`config.mk`:
```
export PLATFORM = sky130hd
export DESIGN_NAME = oled_spi_rx_flat
export DESIGN_NICKNAME = d
export VERILOG_FILES = /design/src/rtl/oled_spi_rx_if.sv /design/src/rtl/oled_spi_rx.sv /design/src/flat_wrapper.sv
export SDC_FILE = /design/constraint.sdc
export NUM_CORES = 1
export LEC_CHECK = 0
export BUFFER_PORTS_ARGS = -buffer_cell sky130_fd_sc_hd__buf_2
export CORE_MARGIN = 5
export CORE_UTILIZATION = 58
export DETAILED_ROUTE_END_ITERATION = 7
export PLACE_DENSITY = 0.87
export RECOVER_POWER = 100
export REMOVE_ABC_BUFFERS = 1
export SYNTH_ARGS = -nofsm -noshare
export SYNTH_HDL_FRONTEND = slang
export SYNTH_SLANG_ARGS = --single-unit
```
`constraint.sdc`:
```
create_clock -name clk -period 2.3 [get_ports clk]
set_input_delay 0.115 -clock clk [delete_from_list [all_inputs] [get_ports clk]]
set_output_delay 0.115 -clock clk [all_outputs]
set_load 0.1 [all_outputs]
```
`src/rtl/oled_spi_rx_if.sv`:
```
// ---------------------------------------------------------------------------
// oled_spi_rx_if
// Bundles the 4-wire OLED SPI pins and the receiver's decoded outputs.
//   master : drives sck/mosi/cs/dc, observes every receiver output
//   slave  : the receiver (oled_spi_rx) side
// Signals:
//   sck, mosi, cs, dc        SPI pins (mode 0, MSB first, cs active low)
//   rx_valid/rx_byte/rx_dc   raw deserialised byte and its dc tag
//   frame_err                cs released with a partial byte pending
//   cmd_valid/cmd_byte       command or argument byte accepted
//   gram_we/gram_page/gram_col/gram_wdata  GRAM write strobe with address
//   display_on               panel on/off state
// ---------------------------------------------------------------------------
interface oled_spi_rx_if;
    logic       sck;
    logic       mosi;
    logic       cs;
    logic       dc;
    logic       rx_valid;
    logic [7:0] rx_byte;
    logic       rx_dc;
    logic       frame_err;
    logic       cmd_valid;
    logic [7:0] cmd_byte;
    logic       gram_we;
    logic [2:0] gram_page;
    logic [6:0] gram_col;
    logic [7:0] gram_wdata;
    logic       display_on;

    modport master (
        output sck, mosi, cs, dc,
        input  rx_valid, rx_byte, rx_dc, frame_err, cmd_valid, cmd_byte,
        input  gram_we, gram_page, gram_col, gram_wdata, display_on
    );

    modport slave (
        input  sck, mosi, cs, dc,
        output rx_valid, rx_byte, rx_dc, frame_err, cmd_valid, cmd_byte,
        output gram_we, gram_page, gram_col, gram_wdata, display_on
    );
endinterface

```
`src/rtl/oled_spi_rx.sv`:
```
// ---------------------------------------------------------------------------
// oled_spi_rx
// SSD1306-class receiving end of the 4-wire OLED SPI link. The SPI pins are
// oversampled by clk, bytes are deserialised and tagged with dc, command
// bytes drive a small addressing decoder and data bytes become GRAM write
// strobes with the current (page, column) before the pointer advances.
// Ports:
//   clk      system clock, all logic on rising edge
//   reset_n  synchronous active-low reset
//   bus      oled_spi_rx_if.slave (SPI pins in, decoded outputs out)
// ---------------------------------------------------------------------------
module oled_spi_rx #(
    parameter int SYNC_STAGES = 2,
    parameter int COLS        = 128,
    parameter int PAGES       = 8
) (
    input  logic           clk,
    input  logic           reset_n,
    oled_spi_rx_if.slave   bus
);
    localparam int CW = $clog2(COLS);
    localparam int PW = $clog2(PAGES);

    typedef enum logic [2:0] {
        IDLE, ARG_MODE, ARG_COL_S, ARG_COL_E, ARG_PAGE_S, ARG_PAGE_E, ARG_SKIP
    } state_t;

    // pin synchronisers: oldest sample at the top index
    logic [SYNC_STAGES-1:0] sck_sync_r, mosi_sync_r, cs_sync_r, dc_sync_r;
    logic                   sck_prev_r, cs_prev_r;
    logic [2:0]             bit_cnt_r;
    logic [6:0]             shift_r;
    logic                   rx_valid_r, rx_dc_r, frame_err_r;
    logic [7:0]             rx_byte_r;

    logic                   sck_s, mosi_s, cs_s, dc_s;
    logic                   sck_rise_s, cs_rise_s, cs_fall_s;

    state_t                 state_r;
    logic [CW-1:0]          col_r, col_s_r, col_e_r;
    logic [PW-1:0]          page_r, page_s_r, page_e_r;
    logic [1:0]             mode_r;
    logic                   cmd_valid_r, gram_we_r, display_on_r;
    logic [7:0]             cmd_byte_r, gram_wdata_r;
    logic [CW-1:0]          gram_col_r;
    logic [PW-1:0]          gram_page_r;

    // column pointer wraps at the window end or the last physical column
    function automatic logic col_wrap(input logic [CW-1:0] c, input logic [CW-1:0] ce);
        return (c == ce) || (c == CW'(COLS - 1));
    endfunction

    function automatic logic page_wrap(input logic [PW-1:0] p, input logic [PW-1:0] pe);
        return (p == pe) || (p == PW'(PAGES - 1));
    endfunction

    function automatic logic [CW-1:0] col_adv(input logic [CW-1:0] c,
                                              input logic [CW-1:0] cs_v,
                                              input logic [CW-1:0] ce);
        return col_wrap(c, ce) ? cs_v : c + CW'(1);
    endfunction

    function automatic logic [PW-1:0] page_adv(input logic [PW-1:0] p,
                                               input logic [PW-1:0] ps_v,
                                               input logic [PW-1:0] pe);
        return page_wrap(p, pe) ? ps_v : p + PW'(1);
    endfunction

    assign sck_s      = sck_sync_r[SYNC_STAGES-1];
    assign mosi_s     = mosi_sync_r[SYNC_STAGES-1];
    assign cs_s       = cs_sync_r[SYNC_STAGES-1];
    assign dc_s       = dc_sync_r[SYNC_STAGES-1];
    assign sck_rise_s = sck_s & ~sck_prev_r;
    assign cs_rise_s  = cs_s & ~cs_prev_r;
    assign cs_fall_s  = ~cs_s & cs_prev_r;

    // synchroniser chains and edge-detect history
    always_ff @(posedge clk) begin
        if (!reset_n) begin
            sck_sync_r  <= '0;
            mosi_sync_r <= '0;
            cs_sync_r   <= '0;
            dc_sync_r   <= '0;
            sck_prev_r  <= 1'b0;
            cs_prev_r   <= 1'b0;
        end else begin
            sck_sync_r  <= {sck_sync_r[SYNC_STAGES-2:0], bus.sck};
            mosi_sync_r <= {mosi_sync_r[SYNC_STAGES-2:0], bus.mosi};
            cs_sync_r   <= {cs_sync_r[SYNC_STAGES-2:0], bus.cs};
            dc_sync_r   <= {dc_sync_r[SYNC_STAGES-2:0], bus.dc};
            sck_prev_r  <= sck_s;
            cs_prev_r   <= cs_s;
        end
    end

    // byte shifter with cs framing; cs edges take priority over sck
    always_ff @(posedge clk) begin
        if (!reset_n) begin
            bit_cnt_r   <= 3'd0;
            shift_r     <= 7'd0;
            rx_valid_r  <= 1'b0;
            rx_byte_r   <= 8'd0;
            rx_dc_r     <= 1'b0;
            frame_err_r <= 1'b0;
        end else begin
            rx_valid_r  <= 1'b0;
            frame_err_r <= 1'b0;
            if (cs_rise_s) begin
                frame_err_r <= (bit_cnt_r != 3'd0);
                bit_cnt_r   <= 3'd0;
            end else if (cs_fall_s) begin
                bit_cnt_r <= 3'd0;
            end else if (!cs_s && sck_rise_s) begin
                shift_r   <= {shift_r[5:0], mosi_s};
                bit_cnt_r <= bit_cnt_r + 3'd1;
                if (bit_cnt_r == 3'd7) begin
                    rx_valid_r <= 1'b1;
                    rx_byte_r  <= {shift_r, mosi_s};
                    rx_dc_r    <= dc_s;
                end else begin
                    rx_valid_r <= 1'b0;
                end
            end else begin
                bit_cnt_r <= bit_cnt_r;
            end
        end
    end

    // command decoder FSM and GRAM pointer engine, one cycle behind rx_valid
    always_ff @(posedge clk) begin
        if (!reset_n) begin
            state_r      <= IDLE;
            col_r        <= '0;
            col_s_r      <= '0;
            col_e_r      <= CW'(COLS - 1);
            page_r       <= '0;
            page_s_r     <= '0;
            page_e_r     <= PW'(PAGES - 1);
            mode_r       <= 2'd2;
            cmd_valid_r  <= 1'b0;
            cmd_byte_r   <= 8'd0;
            gram_we_r    <= 1'b0;
            gram_page_r  <= '0;
            gram_col_r   <= '0;
            gram_wdata_r <= 8'd0;
            display_on_r <= 1'b0;
        end else begin
            cmd_valid_r <= 1'b0;
            gram_we_r   <= 1'b0;
            if (rx_valid_r && rx_dc_r) begin
                // data abandons any pending argument
                state_r      <= IDLE;
                gram_we_r    <= 1'b1;
                gram_page_r  <= page_r;
                gram_col_r   <= col_r;
                gram_wdata_r <= rx_byte_r;
                case (mode_r)
                    2'd0: begin
                        col_r <= col_adv(col_r, col_s_r, col_e_r);
                        if (col_wrap(col_r, col_e_r)) begin
                            page_r <= page_adv(page_r, page_s_r, page_e_r);
                        end else begin
                            page_r <= page_r;
                        end
                    end
                    2'd1: begin
                        page_r <= page_adv(page_r, page_s_r, page_e_r);
                        if (page_wrap(page_r, page_e_r)) begin
                            col_r <= col_adv(col_r, col_s_r, col_e_r);
                        end else begin
                            col_r <= col_r;
                        end
                    end
                    default: col_r <= col_adv(col_r, col_s_r, col_e_r);
                endcase
            end else if (rx_valid_r) begin
                cmd_valid_r <= 1'b1;
                cmd_byte_r  <= rx_byte_r;
                case (state_r)
                    IDLE: begin
                        casez (rx_byte_r)
                            8'b0000_????: col_r[3:0] <= rx_byte_r[3:0];
                            8'b0001_0???: col_r[6:4] <= rx_byte_r[2:0];
                            8'b1011_0???: page_r     <= rx_byte_r[PW-1:0];
                            8'hAE, 8'hAF: display_on_r <= rx_byte_r[0];
                            8'h20: state_r <= ARG_MODE;
                            8'h21: state_r <= ARG_COL_S;
                            8'h22: state_r <= ARG_PAGE_S;
                            8'h81, 8'h8D, 8'hA8, 8'hD3,
                            8'hD5, 8'hD9, 8'hDA, 8'hDB: state_r <= ARG_SKIP;
                            default: state_r <= IDLE;
                        endcase
                    end
                    ARG_MODE: begin
                        mode_r  <= (rx_byte_r[1:0] == 2'd3) ? 2'd2 : rx_byte_r[1:0];
                        state_r <= IDLE;
                    end
                    ARG_COL_S: begin
                        col_s_r <= rx_byte_r[CW-1:0];
                        col_r   <= rx_byte_r[CW-1:0];
                        state_r <= ARG_COL_E;
                    end
                    ARG_COL_E: begin
                        col_e_r <= rx_byte_r[CW-1:0];
                        state_r <= IDLE;
                    end
                    ARG_PAGE_S: begin
                        page_s_r <= rx_byte_r[PW-1:0];
                        page_r   <= rx_byte_r[PW-1:0];
                        state_r  <= ARG_PAGE_E;
                    end
                    ARG_PAGE_E: begin
                        page_e_r <= rx_byte_r[PW-1:0];
                        state_r  <= IDLE;
                    end
                    default: state_r <= IDLE;
                endcase
            end else begin
                state_r <= state_r;
            end
        end
    end

    assign bus.rx_valid   = rx_valid_r;
    assign bus.rx_byte    = rx_byte_r;
    assign bus.rx_dc      = rx_dc_r;
    assign bus.frame_err  = frame_err_r;
    assign bus.cmd_valid  = cmd_valid_r;
    assign bus.cmd_byte   = cmd_byte_r;
    assign bus.gram_we    = gram_we_r;
    assign bus.gram_page  = gram_page_r;
    assign bus.gram_col   = gram_col_r;
    assign bus.gram_wdata = gram_wdata_r;
    assign bus.display_on = display_on_r;
endmodule
```
`src/flat_wrapper.sv`:
```
// flat-port wrapper written by rule: the top's interface ports become plain ports
module oled_spi_rx_flat 
#(
    parameter int SYNC_STAGES = 2,
    parameter int COLS        = 128,
    parameter int PAGES       = 8
)
  (clk, reset_n, bus_sck, bus_mosi, bus_cs, bus_dc, bus_rx_valid, bus_rx_byte, bus_rx_dc, bus_frame_err, bus_cmd_valid, bus_cmd_byte, bus_gram_we, bus_gram_page, bus_gram_col, bus_gram_wdata, bus_display_on);
  oled_spi_rx_if bus_i ();
  input  logic clk;
  input  logic reset_n;
  input wire logic [$bits(bus_i.sck)-1:0] bus_sck;
  input wire logic [$bits(bus_i.mosi)-1:0] bus_mosi;
  input wire logic [$bits(bus_i.cs)-1:0] bus_cs;
  input wire logic [$bits(bus_i.dc)-1:0] bus_dc;
  output wire logic [$bits(bus_i.rx_valid)-1:0] bus_rx_valid;
  output wire logic [$bits(bus_i.rx_byte)-1:0] bus_rx_byte;
  output wire logic [$bits(bus_i.rx_dc)-1:0] bus_rx_dc;
  output wire logic [$bits(bus_i.frame_err)-1:0] bus_frame_err;
  output wire logic [$bits(bus_i.cmd_valid)-1:0] bus_cmd_valid;
  output wire logic [$bits(bus_i.cmd_byte)-1:0] bus_cmd_byte;
  output wire logic [$bits(bus_i.gram_we)-1:0] bus_gram_we;
  output wire logic [$bits(bus_i.gram_page)-1:0] bus_gram_page;
  output wire logic [$bits(bus_i.gram_col)-1:0] bus_gram_col;
  output wire logic [$bits(bus_i.gram_wdata)-1:0] bus_gram_wdata;
  output wire logic [$bits(bus_i.display_on)-1:0] bus_display_on;
  assign bus_i.sck = bus_sck;
  assign bus_i.mosi = bus_mosi;
  assign bus_i.cs = bus_cs;
  assign bus_i.dc = bus_dc;
  assign bus_rx_valid = bus_i.rx_valid;
  assign bus_rx_byte = bus_i.rx_byte;
  assign bus_rx_dc = bus_i.rx_dc;
  assign bus_frame_err = bus_i.frame_err;
  assign bus_cmd_valid = bus_i.cmd_valid;
  assign bus_cmd_byte = bus_i.cmd_byte;
  assign bus_gram_we = bus_i.gram_we;
  assign bus_gram_page = bus_i.gram_page;
  assign bus_gram_col = bus_i.gram_col;
  assign bus_gram_wdata = bus_i.gram_wdata;
  assign bus_display_on = bus_i.display_on;
  oled_spi_rx #(.SYNC_STAGES(SYNC_STAGES), .COLS(COLS), .PAGES(PAGES)) u_core (.clk(clk), .reset_n(reset_n), .bus(bus_i));
endmodule
```
# --- Word-level counts from Yosys, hierarchy flattened ---
# Index checks and enable logic that the tools add are counted.
word_totals:
  ff_bits: 95
  in_bits: 6
  output_inout_bits: 40
op_classes:
  add_sub_neg: 3
  eq_ne: 34
  n_mux: 21
  bitwise: 11
  n_reduce_logical: 32
ops:
  columns: ["cell", "n"]
  rows:
  - ["$eq 8x8->1 const B", 10]
  - ["$mux 7", 5]
  - ["$eq 8x6->1 const B", 3]
  - ["$mux 3", 6]
  - ["$reduce_and 3->1", 6]
  - ["$reduce_and 4->1", 4]
  - ["$pmux 3 s5", 1]
  - ["$pmux 7 s2", 1]
  - ["$eq 3x3->1 const B", 4]
  - ["$pmux 3 s2", 2]
  - ["$ne 3x2->1 const B", 3]
  - ["$ne 3x3->1 const B", 3]
  - ["$pmux 3 s3", 1]
  - ["$reduce_bool 3->1", 3]
  - ["$not 1->1", 8]
  - ["$reduce_or 8->1", 1]
  - ["$add 7x1->7 const B", 1]
  - ["$eq 7x7->1", 1]
  - ["$eq 7x7->1 const B", 1]
  - ["$add 3x1->3 const B", 2]
  - ["$eq 3x2->1 const B", 2]
  - ["$reduce_and 2->1", 3]
  - ["$eq 5x2->1 const B", 1]
  - ["$eq 5x5->1 const B", 1]
  - ["other kinds (21)", 28]

# --- Longest topological paths before layout ---
depth:
  word_depth: 6
  mapped_depth: 7
  mapped_depth_nobuf: 7

# --- Least setup slack after synthesis ---
# Ideal clock, no wire load.
synth_path:
  path_type: "flip-flop to flip-flop"
  start: "reg u_core.rx_valid_r (netlist: u_core.bus.rx_valid)"
  end: "reg u_core.page_e_r[1]"
  setup_time_ns: 0.129
  t_arrival_ns: 2.236
  t_required_ns: 2.171
  path_slack_ns: -0.065
  path_stages_with_launch: 7
  n_path_buf: 1
  period_less_slack_ns: 2.365
  path_cell_list: "dfxtp_1 > inv_1 > nor2_2 > and3_1 > clkbuf_1 > mux2i_1 > nand2_1"
synth_via:
  elab_chain_cells: 3
synth_lines:
  columns: ["element", "line_no", "rtl"]
  rows:
  - ["start: declaration", "oled_spi_rx.sv:33", "logic rx_valid_r, rx_dc_r, frame_err_r;"]
  - ["start signal: assignment", "oled_spi_rx.sv:101", "rx_valid_r <= 1'b0;"]
  - ["start signal: assignment", "oled_spi_rx.sv:106", "rx_valid_r <= 1'b0;"]
  - ["start signal: assignment", "oled_spi_rx.sv:117", "rx_valid_r <= 1'b1;"]
  - ["$logic_and 1x1->1", "oled_spi_rx.sv:150", "if (rx_valid_r && rx_dc_r) begin"]
  - ["$not 1->1 (no source line)", null, null]
  - ["$reduce_and 3->1 (no source line) *", null, null]
  - ["end signal: assignment", "oled_spi_rx.sv:138", "page_e_r <= PW'(PAGES - 1);"]
  - ["end signal: assignment", "oled_spi_rx.sv:213", "page_e_r <= rx_byte_r[PW-1:0];"]
  - ["end: declaration", "oled_spi_rx.sv:41", "logic [PW-1:0] page_r, page_s_r, page_e_r;"]
# Every way passes the cells marked *; elsewhere a longest branch is shown, timed or not.
# A chain may end at the register's enable or synchronous reset.

# --- Worst setup path after layout ---
layout_path:
  start: "reg u_core.rx_byte_r[7] (netlist: u_core.bus.rx_byte[7])"
  end: "out bus_rx_byte[7]"
layout_rtl:
  columns: ["element", "line_no", "rtl"]
  rows:
  - ["start: declaration", "oled_spi_rx.sv:34", "logic [7:0] rx_byte_r;"]
  - ["start signal: assignment", "oled_spi_rx.sv:118", "rx_byte_r <= {shift_r, mosi_s};"]
  - ["end: declaration", "flat_wrapper.sv:17", "output wire logic [$bits(bus_i.rx_byte)-1:0] bus_rx_byte;"]
# No word-level cell between the ends.

==> qor.yml <==
status: "complete, no violations"
fin_util_pct: 65.8
grt_first_pass_wirelength_um: 16500
path_clk_slew_ns: 0.09
dieArea_mm2: 0.00928
hold_class: "in -> reg"
cp_top_family: "buffers and inverters"
vias: 3720
vdd_drop_max_mv: 0.563
synth_warnings: 0
worst_pin_slew_ns: 1.18
diodes: 0
wl_met3_um: 737
power.density_mw_per_mm2: 612
nets: 562
cp_num_cells: 1
tritoncts: "built"
syn_avg_cell_area_um2: 8.50
drive_gt1_share_pct: 10.3
instances_no_fill: 652
crit_path_max_incr_delay_ns: 0.91
endpoint_kind: "output pin"
final_max_slew_viol_count: 0
htreeDepth: 3
dpl_cell_area_mm2: 0.00460
cts_root_buffer: "clkbuf_8"
grt_pass1_vias: 3558
synth_simple_gate_area_share_pct: 23.1
grt_max_degree: 36
async_flop_share_pct: 0
via_per_inst: 5.71
path_cells: "clkbuf_1"
hold_depth: 3
max-slew-margin-rel_pct: 21.7
synth_top_area_share_pct: 44.0
rsz0062_at_grt: "false"
synth_edf_count: 0
leakage_nw: 1.69
syn_area_mm2: 0.00432
max_freq_mhz: 511
multiInputGateArea_mm2: 0.00216
pre_cts_ws_ns: 0.358
gp_congestion: 0.869
r2r_cells: 7
ant_nets: 0
critPathBufInv: 1
die_y_um: 96.3
ys_seq_elements: 95
port_buffers: 45
gr-total-overflow: 0
cp_max_fo: 9
synthTopCellsByArea: "dfxtp_1, nand2_1, mux2i_1"
finalCritPeriodShare_pct: 85.0
ios: 46
yosys.cell_types.count: 64
cts_buffers: 9
synth_top_family_by_area: "simple AND/OR/NAND/NOR gates"
setup_viol: 0
fin_setup_tns_ns: 0
num-fill-cells: 614
clk_latency_ns: 0.37
worst_setup_path_start_kind: "flip-flop"
hpwl_um: 6930
drc_errors: 0
antenna_found_initial: 0
drt-pass1-iter-count: 5
clockBufferDepth: 2
skew_ns: 0.00894
synthCells: 509
drtIter0Drc: 174
final_design_area_no_fill_mm2: 0.00478
crit_slowest_cell: "clkbuf_1"
synth_top_area_cell: "dfxtp_1"
met2WireLength_um: 4860
initial_utilization_pct: 59.6
wl_met1_um: 4270
placementRows: 31
highest_layer: "met4"
synth-compound-area-share_pct: 14.3
required_ns: 2.18
wl_per_cell_um: 15.5
hold_violations: 0
synth_seq_area_share_pct: 44.0
drv_cap: 0
seqCellArea_mm2: 0.00190
synthAdderAreaFrac_pct: 2.31
grt_use_total_pct: 22.8
worst_ep_arrival_time_ns: 1.84
period_minus_slack_ns: 1.96
cts_sinks: 95
finalWorstSetupSlack_ns: 0.344
die_x_um: 96.3
yosys_most_used_dff: "dfxtp_1"
area_growth_pct: 10.4
synth_xor_area_share_pct: 3.01
wl_um: 10100
core_mm2: 0.00725
dp_cells: 632
crit_type: "reg -> out"
synthMuxAreaShare_pct: 7.90
## report_power, final
part           switching (mW)  total, mW  internal, mW
Combinational          0.0424     0.0628        0.0204
Clock                   0.592       1.21         0.613
Sequential            0.00375       1.66          1.65
## worst min-delay path: stages
cell	delay, ns
buf_2	0.10
inv_2	0.17
nor2_1	0.13
## cells in the mapped netlist (6+ instances only)
cell      instances
and2_1           11
dfxtp_1          95
a31oi_1           7
o21ai_0           6
nand2_1         110
nor3_1            8
nand3_1          21
a21oi_1          53
clkbuf_1         26
mux2i_1          33
ha_1              8
inv_1            11
nor2_1           36
xnor2_1          11
## path summary, 6_finish.rpt
kind | startpoint | endpoint | slack [ns]
min | reset_n | u_core.cs_prev_r | 0.18
max | u_core.bus.rx_byte[7] | bus_rx_byte[7] | 0.34
max reg2reg | u_core.col_r[0] | u_core.page_r[2] | 0.35
min reg2reg | u_core.mosi_sync_r[0] | u_core.mosi_sync_r[1] | 0.45
## registers in the layout, summed over array words and instances, names as in the netlist, 2 cells and up
| name | cells |
|---|---|
| u_core.bus.cmd_byte | 8 |
| u_core.bus.gram_wdata | 8 |
| u_core.bus.rx_byte | 8 |
| u_core.bus.gram_col | 7 |
| u_core.col_e_r | 7 |
| u_core.col_r | 7 |
| u_core.col_s_r | 7 |
| u_core.shift_r | 7 |
| u_core.bit_cnt_r | 3 |
| u_core.bus.gram_page | 3 |
| u_core.page_e_r | 3 |
| u_core.page_r | 3 |
| u_core.page_s_r | 3 |
| u_core.state_r | 3 |
| u_core.cs_sync_r | 2 |
| u_core.dc_sync_r | 2 |
| u_core.mode_r | 2 |
| u_core.mosi_sync_r | 2 |
| u_core.sck_sync_r | 2 |
## timing repair
item | in CTS | in global routing
endpoints found under the setup margin | 0 | 0
endpoints found under the hold margin | 4 | 0
resized for setup | 0 | 0
hold buffers | 4 | 0
setup buffers | 0 | 0
## kinds of logic after synthesis
kind of cell	count (synthesis)
buffers and inverters	49
AO/OA/AOI/OAI	93
multiplexers	34
XOR/XNOR	14
adder cells (fa/ha/maj)	8
flip-flops	95
AND/OR/NAND/NOR	216
## final cells by class
type	instances	share of cell area [%]
multi-input combinational	365	45.3
sequential	95	39.8
timing repair buffer	65	6.73
clock buffer	9	2.59
tap	99	2.59
clock inverter	7	2.04
inverter	12	0.943
## layer usage
layer  vias up  global-route usage, %
met2       141                   38.5
met1      1751                   27.5
met5         -                      0
met4         0                   9.35
li1       1803                      -
met3        25                   6.10
## placed cells by master (no fill, tap or decap), types with 5 or more instances in the layout
cell	Yosys	routed
a21oi_1	53	53
a31oi_1	7	7
and2_0	1	6
and2_1	11	6
buf_2	5	5
buf_4	1	10
clkbuf_1	26	39
clkbuf_2	0	7
clkbuf_8	2	9
dfxtp_1	95	95
ha_1	8	8
inv_1	11	11
mux2i_1	33	33
nand2_1	110	110
nand3_1	21	22
nor2_1	36	37
nor3_1	8	8
o21ai_0	6	6
xnor2_1	11	11
## stage by stage
stage	hold WS [ns]	power, mW
finish	0.177	2.92
global route	0.210	3.02
CTS	0.167	2.94
detailed placement	0.327	1.75
global placement	0.323	1.75
floorplan	0.177	1.72
Note: power is estimated with default switching activity, not from simulation.
